<file path="config.mk">
export PLATFORM = sky130hd
export DESIGN_NAME = dmem_arbiter_flat
export DESIGN_NICKNAME = d
export VERILOG_FILES = /design/src/rtl/dmem_arbiter_pkg.sv /design/src/rtl/dmem_arbiter_if.sv /design/src/rtl/dmem_arbiter.sv /design/src/flat_wrapper.sv
export SDC_FILE = /design/constraint.sdc
export NUM_CORES = 1
export LEC_CHECK = 0
export BUFFER_PORTS_ARGS = -buffer_cell sky130_fd_sc_hd__buf_2
export CAP_MARGIN = 15
export CORE_AREA = 2 2 85 87
export CTS_CLUSTER_DIAMETER = 50
export DETAILED_ROUTE_END_ITERATION = 10
export DIE_AREA = 0 0 87 89
export PLACE_DENSITY = 0.76
export SETUP_SLACK_MARGIN = 0.4
export SLEW_MARGIN = 20
export SYNTH_ARGS = -nofsm -noshare
export SYNTH_HDL_FRONTEND = slang
export SYNTH_SLANG_ARGS = --single-unit
export TNS_END_PERCENT = 100
</file>
<file path="constraint.sdc">
create_clock -name clk -period 2.4 [get_ports clk]
set_clock_uncertainty 0.1 [all_clocks]
set_input_delay 0.36 -clock clk [delete_from_list [all_inputs] [get_ports clk]]
set_output_delay 0.36 -clock clk [all_outputs]
set_load 0.01 [all_outputs]
</file>
<file path="src/rtl/dmem_arbiter_pkg.sv">
// Shared types and default widths for the data-memory arbiter.
// Imported by the bus interface and the arbiter top.
package dmem_arbiter_pkg;

  localparam int ADDR_W = 6;
  localparam int DATA_W = 32;
  localparam int MAX_STARVE_DEF = 4;

  typedef enum logic {
    PIPE = 1'b0,
    DBG  = 1'b1
  } arb_state_e;

endpackage

</file>
<file path="src/rtl/dmem_arbiter_if.sv">
// Bus bundle between memory stage, debug port, data memory and arbiter.
// slave = arbiter side, master = surrounding environment side.
interface dmem_arbiter_if
  import dmem_arbiter_pkg::*;
();

  logic              MemReqM;
  logic              MemWriteM;
  logic [ADDR_W-1:0] AddrM;
  logic [DATA_W-1:0] WriteDataM;
  logic [DATA_W-1:0] ReadDataM;
  logic              StallM;

  logic              dbg_req;
  logic              dbg_we;
  logic              dbg_lock;
  logic [ADDR_W-1:0] dbg_addr;
  logic [DATA_W-1:0] dbg_wdata;
  logic              dbg_gnt;
  logic              dbg_ack;
  logic [DATA_W-1:0] dbg_rdata;

  logic [ADDR_W-1:0] mem_a;
  logic [DATA_W-1:0] mem_d;
  logic              mem_we;
  logic [DATA_W-1:0] mem_spo;

  modport slave (
    input  MemReqM, MemWriteM, AddrM, WriteDataM,
    output ReadDataM, StallM,
    input  dbg_req, dbg_we, dbg_lock, dbg_addr, dbg_wdata,
    output dbg_gnt, dbg_ack, dbg_rdata,
    output mem_a, mem_d, mem_we,
    input  mem_spo
  );

  modport master (
    output MemReqM, MemWriteM, AddrM, WriteDataM,
    input  ReadDataM, StallM,
    output dbg_req, dbg_we, dbg_lock, dbg_addr, dbg_wdata,
    input  dbg_gnt, dbg_ack, dbg_rdata,
    input  mem_a, mem_d, mem_we,
    output mem_spo
  );

endinterface

</file>
<file path="src/rtl/dmem_arbiter.sv">
// Single-port data memory arbiter: pipeline priority with a
// starvation counter that forces a debug slot; debug bursts via lock.
module dmem_arbiter
  import dmem_arbiter_pkg::*;
#(
  parameter int MAX_STARVE = MAX_STARVE_DEF
) (
  input  logic           clk,
  input  logic           rst,
  dmem_arbiter_if.slave  bus
);

  localparam int SW = $clog2(MAX_STARVE + 1);
  localparam logic [SW-1:0] STARVE_MAX = SW'(MAX_STARVE);

  arb_state_e        state_q, state_d;
  logic [SW-1:0]     starve_q, starve_d;
  logic              ack_q, ack_d;
  logic [DATA_W-1:0] rdata_q, rdata_d;

  logic dbg_win;
  logic pipe_gnt;

  always_comb begin
    dbg_win = 1'b0;
    if (!rst) begin
      unique case (state_q)
        PIPE: dbg_win = bus.dbg_req &
                        (~bus.MemReqM |
                         (starve_q == STARVE_MAX));
        DBG:  dbg_win = bus.dbg_req;
        default: dbg_win = 1'b0;
      endcase
    end
    pipe_gnt = ~rst & bus.MemReqM & ~dbg_win;
  end

  // Exactly one owner drives the memory port each cycle.
  always_comb begin
    bus.dbg_gnt   = dbg_win;
    bus.StallM    = bus.MemReqM & dbg_win;
    bus.ReadDataM = bus.mem_spo;
    if (dbg_win) begin
      bus.mem_a  = bus.dbg_addr;
      bus.mem_d  = bus.dbg_wdata;
      bus.mem_we = bus.dbg_we;
    end else begin
      bus.mem_a  = bus.AddrM;
      bus.mem_d  = bus.WriteDataM;
      bus.mem_we = pipe_gnt & bus.MemWriteM;
    end
  end

  always_comb begin
    state_d  = (dbg_win & bus.dbg_lock) ? DBG : PIPE;
    starve_d = starve_q;
    if (dbg_win || !bus.dbg_req) begin
      starve_d = '0;
    end else if (pipe_gnt && starve_q != STARVE_MAX) begin
      starve_d = starve_q + 1'b1;
    end
    ack_d   = dbg_win;
    rdata_d = rdata_q;
    if (dbg_win && !bus.dbg_we) begin
      rdata_d = bus.mem_spo;
    end
  end

  always_ff @(posedge clk) begin
    if (rst) begin
      state_q  <= PIPE;
      starve_q <= '0;
      ack_q    <= 1'b0;
      rdata_q  <= '0;
    end else begin
      state_q  <= state_d;
      starve_q <= starve_d;
      ack_q    <= ack_d;
      rdata_q  <= rdata_d;
    end
  end

  assign bus.dbg_ack   = ack_q;
  assign bus.dbg_rdata = rdata_q;

endmodule
</file>
<file path="src/flat_wrapper.sv">
// flat-port wrapper written by rule: the top's interface ports become plain ports
module dmem_arbiter_flat import dmem_arbiter_pkg::*;
#(
  parameter int MAX_STARVE = MAX_STARVE_DEF
)
  (clk, rst, bus_MemReqM, bus_MemWriteM, bus_AddrM, bus_WriteDataM, bus_ReadDataM, bus_StallM, bus_dbg_req, bus_dbg_we, bus_dbg_lock, bus_dbg_addr, bus_dbg_wdata, bus_dbg_gnt, bus_dbg_ack, bus_dbg_rdata, bus_mem_a, bus_mem_d, bus_mem_we, bus_mem_spo);
  dmem_arbiter_if bus_i ();
  input  logic clk;
  input  logic rst;
  input wire logic [$bits(bus_i.MemReqM)-1:0] bus_MemReqM;
  input wire logic [$bits(bus_i.MemWriteM)-1:0] bus_MemWriteM;
  input wire logic [$bits(bus_i.AddrM)-1:0] bus_AddrM;
  input wire logic [$bits(bus_i.WriteDataM)-1:0] bus_WriteDataM;
  output wire logic [$bits(bus_i.ReadDataM)-1:0] bus_ReadDataM;
  output wire logic [$bits(bus_i.StallM)-1:0] bus_StallM;
  input wire logic [$bits(bus_i.dbg_req)-1:0] bus_dbg_req;
  input wire logic [$bits(bus_i.dbg_we)-1:0] bus_dbg_we;
  input wire logic [$bits(bus_i.dbg_lock)-1:0] bus_dbg_lock;
  input wire logic [$bits(bus_i.dbg_addr)-1:0] bus_dbg_addr;
  input wire logic [$bits(bus_i.dbg_wdata)-1:0] bus_dbg_wdata;
  output wire logic [$bits(bus_i.dbg_gnt)-1:0] bus_dbg_gnt;
  output wire logic [$bits(bus_i.dbg_ack)-1:0] bus_dbg_ack;
  output wire logic [$bits(bus_i.dbg_rdata)-1:0] bus_dbg_rdata;
  output wire logic [$bits(bus_i.mem_a)-1:0] bus_mem_a;
  output wire logic [$bits(bus_i.mem_d)-1:0] bus_mem_d;
  output wire logic [$bits(bus_i.mem_we)-1:0] bus_mem_we;
  input wire logic [$bits(bus_i.mem_spo)-1:0] bus_mem_spo;
  assign bus_i.MemReqM = bus_MemReqM;
  assign bus_i.MemWriteM = bus_MemWriteM;
  assign bus_i.AddrM = bus_AddrM;
  assign bus_i.WriteDataM = bus_WriteDataM;
  assign bus_ReadDataM = bus_i.ReadDataM;
  assign bus_StallM = bus_i.StallM;
  assign bus_i.dbg_req = bus_dbg_req;
  assign bus_i.dbg_we = bus_dbg_we;
  assign bus_i.dbg_lock = bus_dbg_lock;
  assign bus_i.dbg_addr = bus_dbg_addr;
  assign bus_i.dbg_wdata = bus_dbg_wdata;
  assign bus_dbg_gnt = bus_i.dbg_gnt;
  assign bus_dbg_ack = bus_i.dbg_ack;
  assign bus_dbg_rdata = bus_i.dbg_rdata;
  assign bus_mem_a = bus_i.mem_a;
  assign bus_mem_d = bus_i.mem_d;
  assign bus_mem_we = bus_i.mem_we;
  assign bus_i.mem_spo = bus_mem_spo;
  dmem_arbiter #(.MAX_STARVE(MAX_STARVE)) u_core (.clk(clk), .rst(rst), .bus(bus_i));
endmodule
</file>
* Yosys cells after proc, flatten, opt, wreduce, memory -nomap -nowiden *
Index checks and enable logic that the tools add are counted.
W data, S select, Z words.

operators by class
  reductions and logical operators = 6
  bitwise logic cells = 11
  add/subtract/negate cells = 1
  shifts and indexed selects = 0
  eq/ne operators = 2
  divide/modulo/power cells = 0
  $mul = 0
  multiplexer cells = 6
  $lt $le $gt $ge = 0

operators with widths
  operator               count
  $mux W32               1
  $and A1 B1 Y1          6
  $mux W6                1
  $not A1 Y1             4
  $add A3 B1 Y3 const B  1
  $eq A3 B3 Y1 const B   1
  $mux W1                3
  $ne A3 B3 Y1 const B   1
  $logic_and A1 B1 Y1    2
  $logic_not A1 Y1       2
  $pmux W1 S2            1
  $reduce_or A2 Y1       1
  $logic_or A1 B1 Y1     1
  $or A1 B1 Y1           1

word-level totals
  logic and storage cells = 30
  latch bits = 0
  memories kept = 0
  bits in read-only memories = 0
  input port bits = 115
  memory bits (writable) = 0
  output and inout port bits = 106
  bits in registers = 37

* Depth between registers and ports, before layout *
Gate-level depths: netlist of the first run.

  word-level depth = 9
  depth in mapped cells = 6
  depth with buffers taken out = 5

* Worst setup path before layout of the first run *
No wires, ideal clock.

  path kind = reg2out
  from = register u_core.starve_q[0]
  to = output port bus_mem_d[23]
  stages on the path, launching flop included = 7
  required time = 1.940 ns
  slack = 0.490 ns
  arrival time = 1.450 ns
  path buffers = 1
  cell sequence = dfxtp_1 > inv_1 > ha_1 > nand2_1 > a21oi_2 > buf_2 > mux2_2

between the ends
  longest elaborated chain between the ends = 6

ends and longest elaborated chain
  element                   line                source
  start: declaration        dmem_arbiter.sv:17  logic [SW-1:0] starve_q, starve_d;
  start signal: assignment  dmem_arbiter.sv:77  starve_q <= starve_d;
  $eq A3 B3 Y1              dmem_arbiter.sv:30  (starve_q == STARVE_MAX));
  $or A1 B1 Y1              dmem_arbiter.sv:29  (~bus.MemReqM |
  $and A1 B1 Y1             dmem_arbiter.sv:28  PIPE: dbg_win = bus.dbg_req &
  $pmux W1 S2               dmem_arbiter.sv:27  unique case (state_q)
  $mux W1                   dmem_arbiter.sv:26  if (!rst) begin
  via bus_dbg_gnt           flat_wrapper.sv:21  output wire logic [$bits(bus_i.dbg_gnt)-1:0] bus_dbg_gnt;
  $mux W32                  dmem_arbiter.sv:43  if (dbg_win) begin
  end: declaration          flat_wrapper.sv:25  output wire logic [$bits(bus_i.mem_d)-1:0] bus_mem_d;

The timed path passes the listed nets, and every way through them passes these cells.

* Worst setup path after layout of the first run *
  from = register u_core.starve_q[0]
  to = output port bus_mem_d[12]

between the ends
  longest elaborated chain between the ends = 6

ends and longest elaborated chain
  element        line
  $eq A3 B3 Y1   dmem_arbiter.sv:30
  $or A1 B1 Y1   dmem_arbiter.sv:29
  $and A1 B1 Y1  dmem_arbiter.sv:28
  $pmux W1 S2    dmem_arbiter.sv:27
  $mux W1        dmem_arbiter.sv:26
  $mux W32       dmem_arbiter.sv:43

No other way between the ends.

==> reports/results.ini, run 1 <==
[timing]
hold_ws_ns=0.186
rsz0062_at_grt=true
setup-tns-final_ns=0
layout_setup_ws_ns=0.147
hold_viol=0
worst_slew_pin_slew_ns=0.579
max_slew_margin_pct=61.4
finalCritPeriodShare_pct=93.9
fin_crit_ns=2.25
timing.fmax_ghz=0.444
report.final.slew_viol_count=0
setup_viol=0

[cts]
clk_pin_slew_ns=0.06
cts_hold_buffers=0
clock_sinks=37
cts-root-buf=clkbuf_8
clk_latency_ns=0.27
cts_buffers=5
h-tree-depth=2
clockBufferDepth=2
cts_tree=yes

[synth]
syn_area_sq_um=2320
ys.flop_type=dfxtp_1
async_flop_share_pct=0
yosysWarnings=0
synth_area_leaders=dfxtp_1 32%, mux2_2 20%, mux2_4 19%, buf_4 10%, nor2b_1 7.8%
yosysTopAreaCell=dfxtp_1
ys_seq_elements=37
avgSynthCellArea_sq_um=11.6
synth_cells=201
yosysTopAreaCellShare_pct=31.9
ys_seq_area_share_pct=31.9
synth_edf_count=0
syn_nets=318
synth_cell_type_count=22

[layout]
fill_cells=605
num_antenna_cells=0
nets=514
layout-drive-gt1-share_pct=80.9
syn2layout_area_growth_pct=54.8

[critical_path]
ff2ff_path_depth=6
r2r_slack_ns=0.53
crit_end=bus_mem_d[12]
r2r-end=u_core.bus.dbg_rdata[3]
critPathArrivalTime_ns=1.79
path_class=reg2out
critPathLaunch=u_core.starve_q[0]
cp-end-kind=primary output
critPathMaxFanout=6
worst_ep_required_time_ns=1.94
r2r_start=u_core.starve_q[0]
startpoint_type=flop

[job]
cap_violations=0

[place]
port_buffers=220
pre_cts_ws_ns=0.333
dp_hpwl_microns=5080
gp_congestion=0.823

[routing]
dr.pass1.iters=4
wl_microns=6940
route.detailed.drc=0
first_iter_violations=53
drt-vias-per-instance=4.44
vias=2120
wl_per_cell_microns=14.5
ant_nets=0

[floorplanning]
die_area_sq_um=7740
initial_core_util_pct=34.6
die_y_microns=89
fp.coreArea_sq_um=6720
die_width_microns=87
io_pins=221
rows=30

[power]
p_per_area_nw_per_um2=422
p_leak_uw=0.00198
vdd_drop_max_uv=230
power_uw=1520

[global_route]
grt_pass1_wl_microns=9380
grt_usage_pct=15.5
grt_pass1_vias=1911
antenna_found_initial=0
grt_max_degree=35
grt-ovfl-total=0

[min_path]
hold_path.class=in2reg

[status]
status=completed

## power breakdown
group	switching [uW]	leakage (uW)	internal, uW	total (uW)
clock	213	0.0000385	206	419
sequential	9.71	0.000302	637	647
combinational	190	0.00164	261	451
total	413	0.00198	1100	1520
## synthesized netlist by cell type, types with 2 or more instances
master,instances
and2_1,2
and2b_2,3
buf_2,4
buf_4,32
buf_8,3
clkbuf_1,3
dfxtp_1,37
ha_1,2
inv_1,3
mux2_2,41
mux2_4,30
nor2_1,3
nor2b_1,29
## metrics by stage
stage | cells | area, sq um | util [%]
3_5_place_dp | 461 | 3240 | 48.2
3_3_place_gp | 461 | 3240 | 48.2
6_report | 478 | 3590 | 53.5
5_1_grt | 478 | 3590 | 53.5
4_1_cts | 476 | 3540 | 52.8
2_1_floorplan | 201 | 2320 | -
## layout by cell type, fill, tap and decap left out, types with 3 or more instances in the layout
| master | count |
|---|---|
| buf_2 | 212 |
| mux2_4 | 38 |
| dfxtp_1 | 35 |
| mux2_2 | 33 |
| nor2b_1 | 29 |
| buf_6 | 9 |
| clkbuf_8 | 5 |
| buf_4 | 4 |
| nor2_1 | 3 |
| and2b_2 | 3 |
| buf_16 | 3 |
## repair_timing
item	4_1_cts	5_1_grt
buffers inserted	4	0
resized for setup	28	0
pin swaps	2	0
setup endpoints to repair	41	40
cloned	3	2
## logic make-up (layout without fill, tap and decap cells)
logic type / after synthesis / count (layout) / share of synthesized area [%]
adder cells (fa/ha/maj): 2 / 2 / 1.08
flip-flops: 37 / 37 / 31.9
AO/OA/AOI/OAI: 3 / 3 / 1.35
AND/OR/NAND/NOR: 42 / 42 / 11.9
XOR/XNOR: 1 / 1 / 0.377
multiplexers: 71 / 71 / 39.3
buffers and inverters: 45 / 242 / 14.1
## cell type report
class	instances	area, sq um	area share (%)
Inverter	3	11.3	0.313
Clock buffer	7	76.3	2.12
Tap cell	80	100	2.78
Timing Repair Buffer	231	1350	37.4
Sequential cell	37	743	20.7
Multi-Input combinational cell	119	1310	36.5
Clock inverter	1	7.51	0.209
## worst max-delay path: stages, from the launching register on
cell and delay, ns:
dfxtp_2 0.32, inv_2 0.06, ha_4 0.13, nand2_4 0.05
a21oi_4 0.14, buf_6 0.18, buf_12 0.13, mux2_2 0.35
buf_2 0.15
## flip-flops by register name (all words and copies together), names as in the netlist
register	cells
u_core.bus.dbg_rdata	32
u_core.starve_q	3
u_core.bus.dbg_ack	1
u_core.state_q	1
## metal layers
metal / routed length [microns] / up-vias / global-route usage, %
met4: 61 / 0 / 3.41
li1: - / 1038 / -
met1: 2730 / 968 / 17.3
met2: 3620 / 108 / 29.4
met5: 0 / - / 0
met3: 531 / 6 / 4.06
## worst min-delay path by stage
| stage | from | end | slack, ns | cells past startpoint |
|---|---|---|---|---|
| 4_1_cts | bus_dbg_lock | u_core.state_q | 0.18 | 2 |
| 3_3_place_gp | u_core.starve_q[0] | u_core.starve_q[0] | 0.33 | 1 |
| 6_report | bus_dbg_lock | u_core.state_q | 0.19 | 2 |
| 5_1_grt | bus_dbg_lock | u_core.state_q | 0.16 | 2 |
| 3_5_place_dp | u_core.starve_q[0] | u_core.starve_q[0] | 0.35 | 1 |
| 2_1_floorplan | u_core.starve_q[0] | u_core.starve_q[0] | 0.32 | 1 |
Note: power is estimated with default switching activity, not from simulation.
==> inputs of run 2 (changes only) <==
CELL_PAD_IN_SITES_DETAIL_PLACEMENT = 1   (was not set)
CELL_PAD_IN_SITES_GLOBAL_PLACEMENT = 1   (was not set)
CORE_AREA = not set   (was 2 2 85 87)
CORE_ASPECT_RATIO = 1.5   (was not set)
CORE_UTILIZATION = 25   (was not set)
DIE_AREA = not set   (was 0 0 87 89)
PLACE_DENSITY = not set   (was 0.76)
PLACE_DENSITY_LB_ADDON = 0.1   (was not set)
==> reports/results.ini, run 2 (same netlist as run 1, synthesis figures left out) <==
[critical_path]
cp-end-kind=primary output  ; unchanged
r2r_start=u_core.starve_q[1]  ; was u_core.starve_q[0]
critPathMaxFanout=11  ; was 6
startpoint_type=flop  ; unchanged
critPathArrivalTime_ns=1.84  ; was 1.79 ns
critPathLaunch=u_core.starve_q[1]  ; was u_core.starve_q[0]
worst_ep_required_time_ns=1.94  ; about the same
path_class=reg2out  ; unchanged

[floorplanning]
io_pins=221  ; unchanged
fp.coreArea_sq_um=8930  ; was 6720 sq um
die_y_microns=120  ; was 89 microns
die_width_microns=80.7  ; was 87 microns
die_area_sq_um=9690  ; was 7740 sq um
rows=42  ; was 30
initial_core_util_pct=26.0  ; was 34.6%

[global_route]
use_met2_pct=33.1  ; was 29.4%
busiest_layer=met2  ; unchanged
grt-ovfl-total=0  ; unchanged
grt_max_degree=35  ; unchanged
grt_pass1_wl_microns=12000  ; was 9380 microns
met1_usage_pct=15.4  ; was 17.3%
grt_pass1_vias=2385  ; was 1911
antenna_found_initial=0  ; unchanged
grt_usage_pct=16.6  ; was 15.5%
gr-usage-met3_pct=3.80  ; was 4.06%

[timing]
max_slew_margin_pct=60.5  ; was 61.4%
worst_slew_pin_slew_ns=0.593  ; was 0.579 ns
fin_crit_ns=2.30  ; was 2.25 ns
setup_viol=0  ; unchanged
hold_viol=0  ; unchanged
hold_ws_ns=0.183  ; was 0.186 ns
setup-tns-final_ns=0  ; unchanged
rsz0062_at_grt=true  ; unchanged
report.final.slew_viol_count=0  ; unchanged
timing.fmax_ghz=0.434  ; was 0.444 GHz
finalCritPeriodShare_pct=95.9  ; was 93.9%

[min_path]
hold_path.class=in2reg  ; unchanged
worstHoldStart=bus_dbg_lock  ; unchanged

[routing]
wl_microns=8390  ; was 6940 microns
dr.pass1.iters=4  ; unchanged
first_iter_violations=49  ; was 53
wl_per_cell_microns=16.4  ; was 14.5 microns
ant_nets=0  ; unchanged
drt-vias-per-instance=4.38  ; was 4.44
route.detailed.drc=0  ; unchanged
vias=2243  ; was 2120

[layout]
fill_cells=1078  ; was 605
largest_reg_flops=32  ; unchanged
nets=518  ; was 514
num_antenna_cells=0  ; unchanged
syn2layout_area_growth_pct=66.4  ; was 54.8%
layout-drive-gt1-share_pct=81.1  ; was 80.9%
final_common_cell=buf_2  ; unchanged
final_cell_mix=199 x buf_2, 50 x mux2_4, 35 x dfxtp_1  ; was 212 x buf_2, 38 x mux2_4, 35 x dfxtp_1

[place]
gp_congestion=0.675  ; was 0.823
dp_hpwl_microns=5970  ; was 5080 microns
port_buffers=220  ; unchanged

[cts]
clockBufferDepth=2  ; unchanged
cts_tree=yes  ; unchanged
cts-root-buf=clkbuf_16  ; was clkbuf_8
cts_buffers=5  ; unchanged
clk_latency_ns=0.28  ; was 0.27 ns
h-tree-depth=2  ; unchanged
clk_pin_slew_ns=0.05  ; was 0.06 ns
clock_sinks=37  ; unchanged

[power]
p_leak_uw=0.00210  ; was 0.00198 uW
vdd_drop_max_uv=312  ; was 230 uV
p_per_area_nw_per_um2=460  ; was 422 nW/um^2

[status]
status=completed  ; unchanged

[job]
cap_violations=0  ; unchanged

-- run 2: layer usage --
layer | wire length [microns] | up-vias
li1 | - | 1037
met1 | 2750 | 1066
met2 | 4780 | 127
met3 | 693 | 13
met4 | 161 | 0
met5 | 0 | -
-- run 2: final timing paths --
kind | slack [ns] | end | depth (start not counted)
max | 0.1 | bus_mem_d[17] | 8
min reg2reg | 0.41 | u_core.starve_q[0] | 2
min | 0.18 | u_core.state_q | 2
max reg2reg | 0.40 | u_core.bus.dbg_rdata[24] | 7
-- run 2: critical path, cell delays in order (launching register included) --
cell,delay [ns]
dfxtp_2,0.32
inv_2,0.06
ha_4,0.13
nand2_4,0.05
a21oi_4,0.21
buf_6,0.17
buf_16,0.14
mux2_2,0.33
buf_2,0.14
-- run 2: through the flow --
stage	total power (uW)	cells	setup WS (ns)	util, %	area (sq um)
final	1780	512	0.0982	43.2	3860
after global routing	1870	512	0.000104	43.2	3860
after CTS	1780	509	0.121	41.6	3710
after detailed placement	1070	491	0.325	36.7	3280
after global placement	1060	491	0.347	36.7	3280
after floorplan	891	201	0.490	-	2320
-- run 2: what timing repair did --
item | in CTS | in global routing
buffers inserted | 6 | 2
gates resized for setup | 35 | 23
gates cloned | 4 | 1
hold buffers | 0 | 0
endpoints found under the setup margin | 41 | 41
hold endpoints to repair | 0 | 0
pin swaps | 3 | 0
-- run 2: final cells by class --
| cell class | instances | area [sq um] | share of cell area, % |
|---|---|---|---|
| clock buffers | 7 | 133 | 3.43 |
| clock inverters | 1 | 7.51 | 0.194 |
| inverters | 3 | 11.3 | 0.291 |
| multi-input cells | 119 | 1360 | 35.1 |
| flip-flops and latches | 37 | 743 | 19.2 |
| well taps | 110 | 138 | 3.56 |
| repair buffers | 235 | 1480 | 38.2 |
-- run 2: power by group --
part / internal, uW / switching, uW / total (uW) / leakage (uW)
Sequential: 638 / 9.94 / 648 / 0.000302
Combinational: 293 / 201 / 494 / 0.00173
Clock: 386 / 251 / 636 / 0.0000641
Total: 1320 / 462 / 1780 / 0.00210
==> inputs of run 3 (changes only) <==
CORE_UTILIZATION = 26   (was 25)
CTS_BUF_LIST = sky130_fd_sc_hd__clkbuf_2 sky130_fd_sc_hd__clkbuf_4 sky130_fd_sc_hd__clkbuf_8   (was not set)
==> reports/results.ini, run 3 (same netlist as run 1, synthesis figures left out) <==
[status]
status=completed  ; unchanged

[place]
port_buffers=220  ; unchanged
gp_congestion=0.685  ; was 0.675
dp_hpwl_microns=6170  ; was 5970 microns
pre_cts_ws_ns=0.332  ; was 0.325 ns

[floorplanning]
die_width_microns=79.2  ; was 80.7 microns
io_pins=221  ; unchanged
die_y_microns=118  ; was 120 microns
initial_core_util_pct=27.3  ; was 26.0%
rows=41  ; was 42
die_area_sq_um=9320  ; was 9690 sq um
fp.coreArea_sq_um=8520  ; was 8930 sq um

[layout]
largest_reg_flops=32  ; unchanged
num_antenna_cells=0  ; unchanged
final_common_cell=buf_2  ; unchanged
layout-drive-gt1-share_pct=82.1  ; was 81.1%
syn2layout_area_growth_pct=65.6  ; was 66.4%
final_cell_mix=200 x buf_2, 44 x mux2_4, 35 x dfxtp_1  ; was 199 x buf_2, 50 x mux2_4, 35 x dfxtp_1
nets=524  ; was 518

[critical_path]
startpoint_type=flop  ; unchanged
critPathArrivalTime_ns=1.87  ; was 1.84 ns
cp-end-kind=primary output  ; unchanged
critPathMaxStageDelay_ns=0.33  ; about the same
critPathTopFamily=buffers and inverters  ; unchanged
worst_ep_required_time_ns=1.94  ; about the same
path_class=reg2out  ; unchanged
path_cells=inv_2 > ha_4 > nand2_4 > a21oi_4 > buf_6 > buf_6 > buf_16 > buf_8 > mux2_4 > buf_6  ; was inv_2 > ha_4 > nand2_4 > a21oi_4 > buf_6 > buf_16 > mux2_2 > buf_2
critPathMaxFanout=6  ; was 11
crit_slowest_cell=dfxtp_2  ; was mux2_2
cp_common_cell=buf_6
crit_buf_inv=6  ; was 4

[power]
vdd_drop_max_uv=307  ; was 312 uV
p_switching_uw=432  ; was 462 uW
seqPwrFrac_pct=40.7  ; was 36.4%
p_int_uw=1160  ; was 1320 uW
swShare_pct=27.1  ; was 26.0%
clock_power_share_pct=28.2  ; was 35.8%
power_frac_comb_pct=31.1  ; was 27.8%
p_leak_uw=0.00209  ; was 0.00210 uW
p_per_area_nw_per_um2=413  ; was 460 nW/um^2

[timing]
setup_viol=0  ; unchanged
max_slew_margin_pct=75.6  ; was 60.5%
fin_crit_ns=2.33  ; was 2.30 ns
finalCritPeriodShare_pct=97.1  ; was 95.9%
layout_setup_ws_ns=0.0688  ; was 0.0982 ns
timing.fmax_ghz=0.429  ; was 0.434 GHz
rsz0062_at_grt=true  ; unchanged
report.final.slew_viol_count=0  ; unchanged
setup-tns-final_ns=0  ; unchanged
hold_viol=0  ; unchanged
worst_slew_pin_slew_ns=0.365  ; was 0.593 ns

[global_route]
grt-ovfl-total=0  ; unchanged
grt_pass1_wl_microns=12300  ; was 12000 microns
grt_usage_pct=17.4  ; was 16.6%
antenna_found_initial=0  ; unchanged
grt_max_degree=35  ; unchanged
grt_pass1_vias=2367  ; was 2385

[min_path]
hold_path.class=in2reg  ; unchanged

[routing]
vias=2232  ; was 2243
wl_microns=8460  ; was 8390 microns
first_iter_violations=10  ; was 49
ant_nets=0  ; unchanged
drt-vias-per-instance=4.33  ; was 4.38
route.detailed.drc=0  ; unchanged
dr.pass1.iters=3  ; was 4
wl_per_cell_microns=16.4  ; about the same

[cts]
h-tree-depth=2  ; unchanged
clk_pin_slew_ns=0.07  ; was 0.05 ns
clk_latency_ns=0.29  ; was 0.28 ns
cts_buffers=5  ; unchanged
clockBufferDepth=2  ; unchanged
cts_tree=yes  ; unchanged
clock_sinks=37  ; unchanged
cts-root-buf=clkbuf_8  ; was clkbuf_16

[job]
cap_violations=0  ; unchanged

## run 3: final timing paths
kind	slack [ns]	start	end	cells after the start
max	0.07	u_core.starve_q[0]	bus_mem_d[6]	10
min	0.19	bus_dbg_lock	u_core.state_q	2
min reg2reg	0.49	u_core.starve_q[2]	u_core.starve_q[2]	2
max reg2reg	0.38	u_core.starve_q[0]	u_core.bus.dbg_rdata[6]	8
## run 3: final cells by class
type / count / area (sq um)
clock buffer: 7 / 83.8
fill: 1039 / 4670
timing repair buffer: 241 / 1530
tap: 107 / 134
multi-input combinational: 119 / 1340
clock inverter: 1 / 7.51
inverter: 3 / 11.3
sequential: 37 / 743
## run 3: power groups by stage
stage | logic [uW] | clock network (uW) | registers, uW
final | 494 | 449 | 647
after global routing | 526 | 503 | 651
after CTS | 488 | 481 | 647
after detailed placement | 407 | 0 | 661
after global placement | 403 | 0 | 660
after floorplan | 219 | 0 | 672
## run 3: stage by stage
step	util, %	std cells	area, sq um	total power, uW	hold WS, ns
floorplan	-	201	2320	891	0.317
global placement	38.7	489	3300	1060	0.334
detailed placement	38.7	489	3300	1070	0.341
CTS	44.5	511	3790	1620	0.177
global route	45.2	515	3850	1680	0.187
finish	45.2	515	3850	1590	0.194
## run 3: repair_timing
| action | 4_1_cts | 5_1_grt |
|---|---|---|
| setup buffers | 11 | 3 |
| hold buffers | 0 | 0 |
| cloned | 3 | 1 |
| resized for setup | 51 | 2 |
| pin swaps | 3 | 0 |
| endpoints found under the setup margin | 41 | 41 |
## run 3: per-layer routing
layer	global-route usage [%]	vias to the layer above	routed length, microns
met5	0	-	0
met4	6.82	0	172
met3	5.04	12	774
met2	35.5	128	4880
met1	14.8	1035	2630
li1	-	1057	-
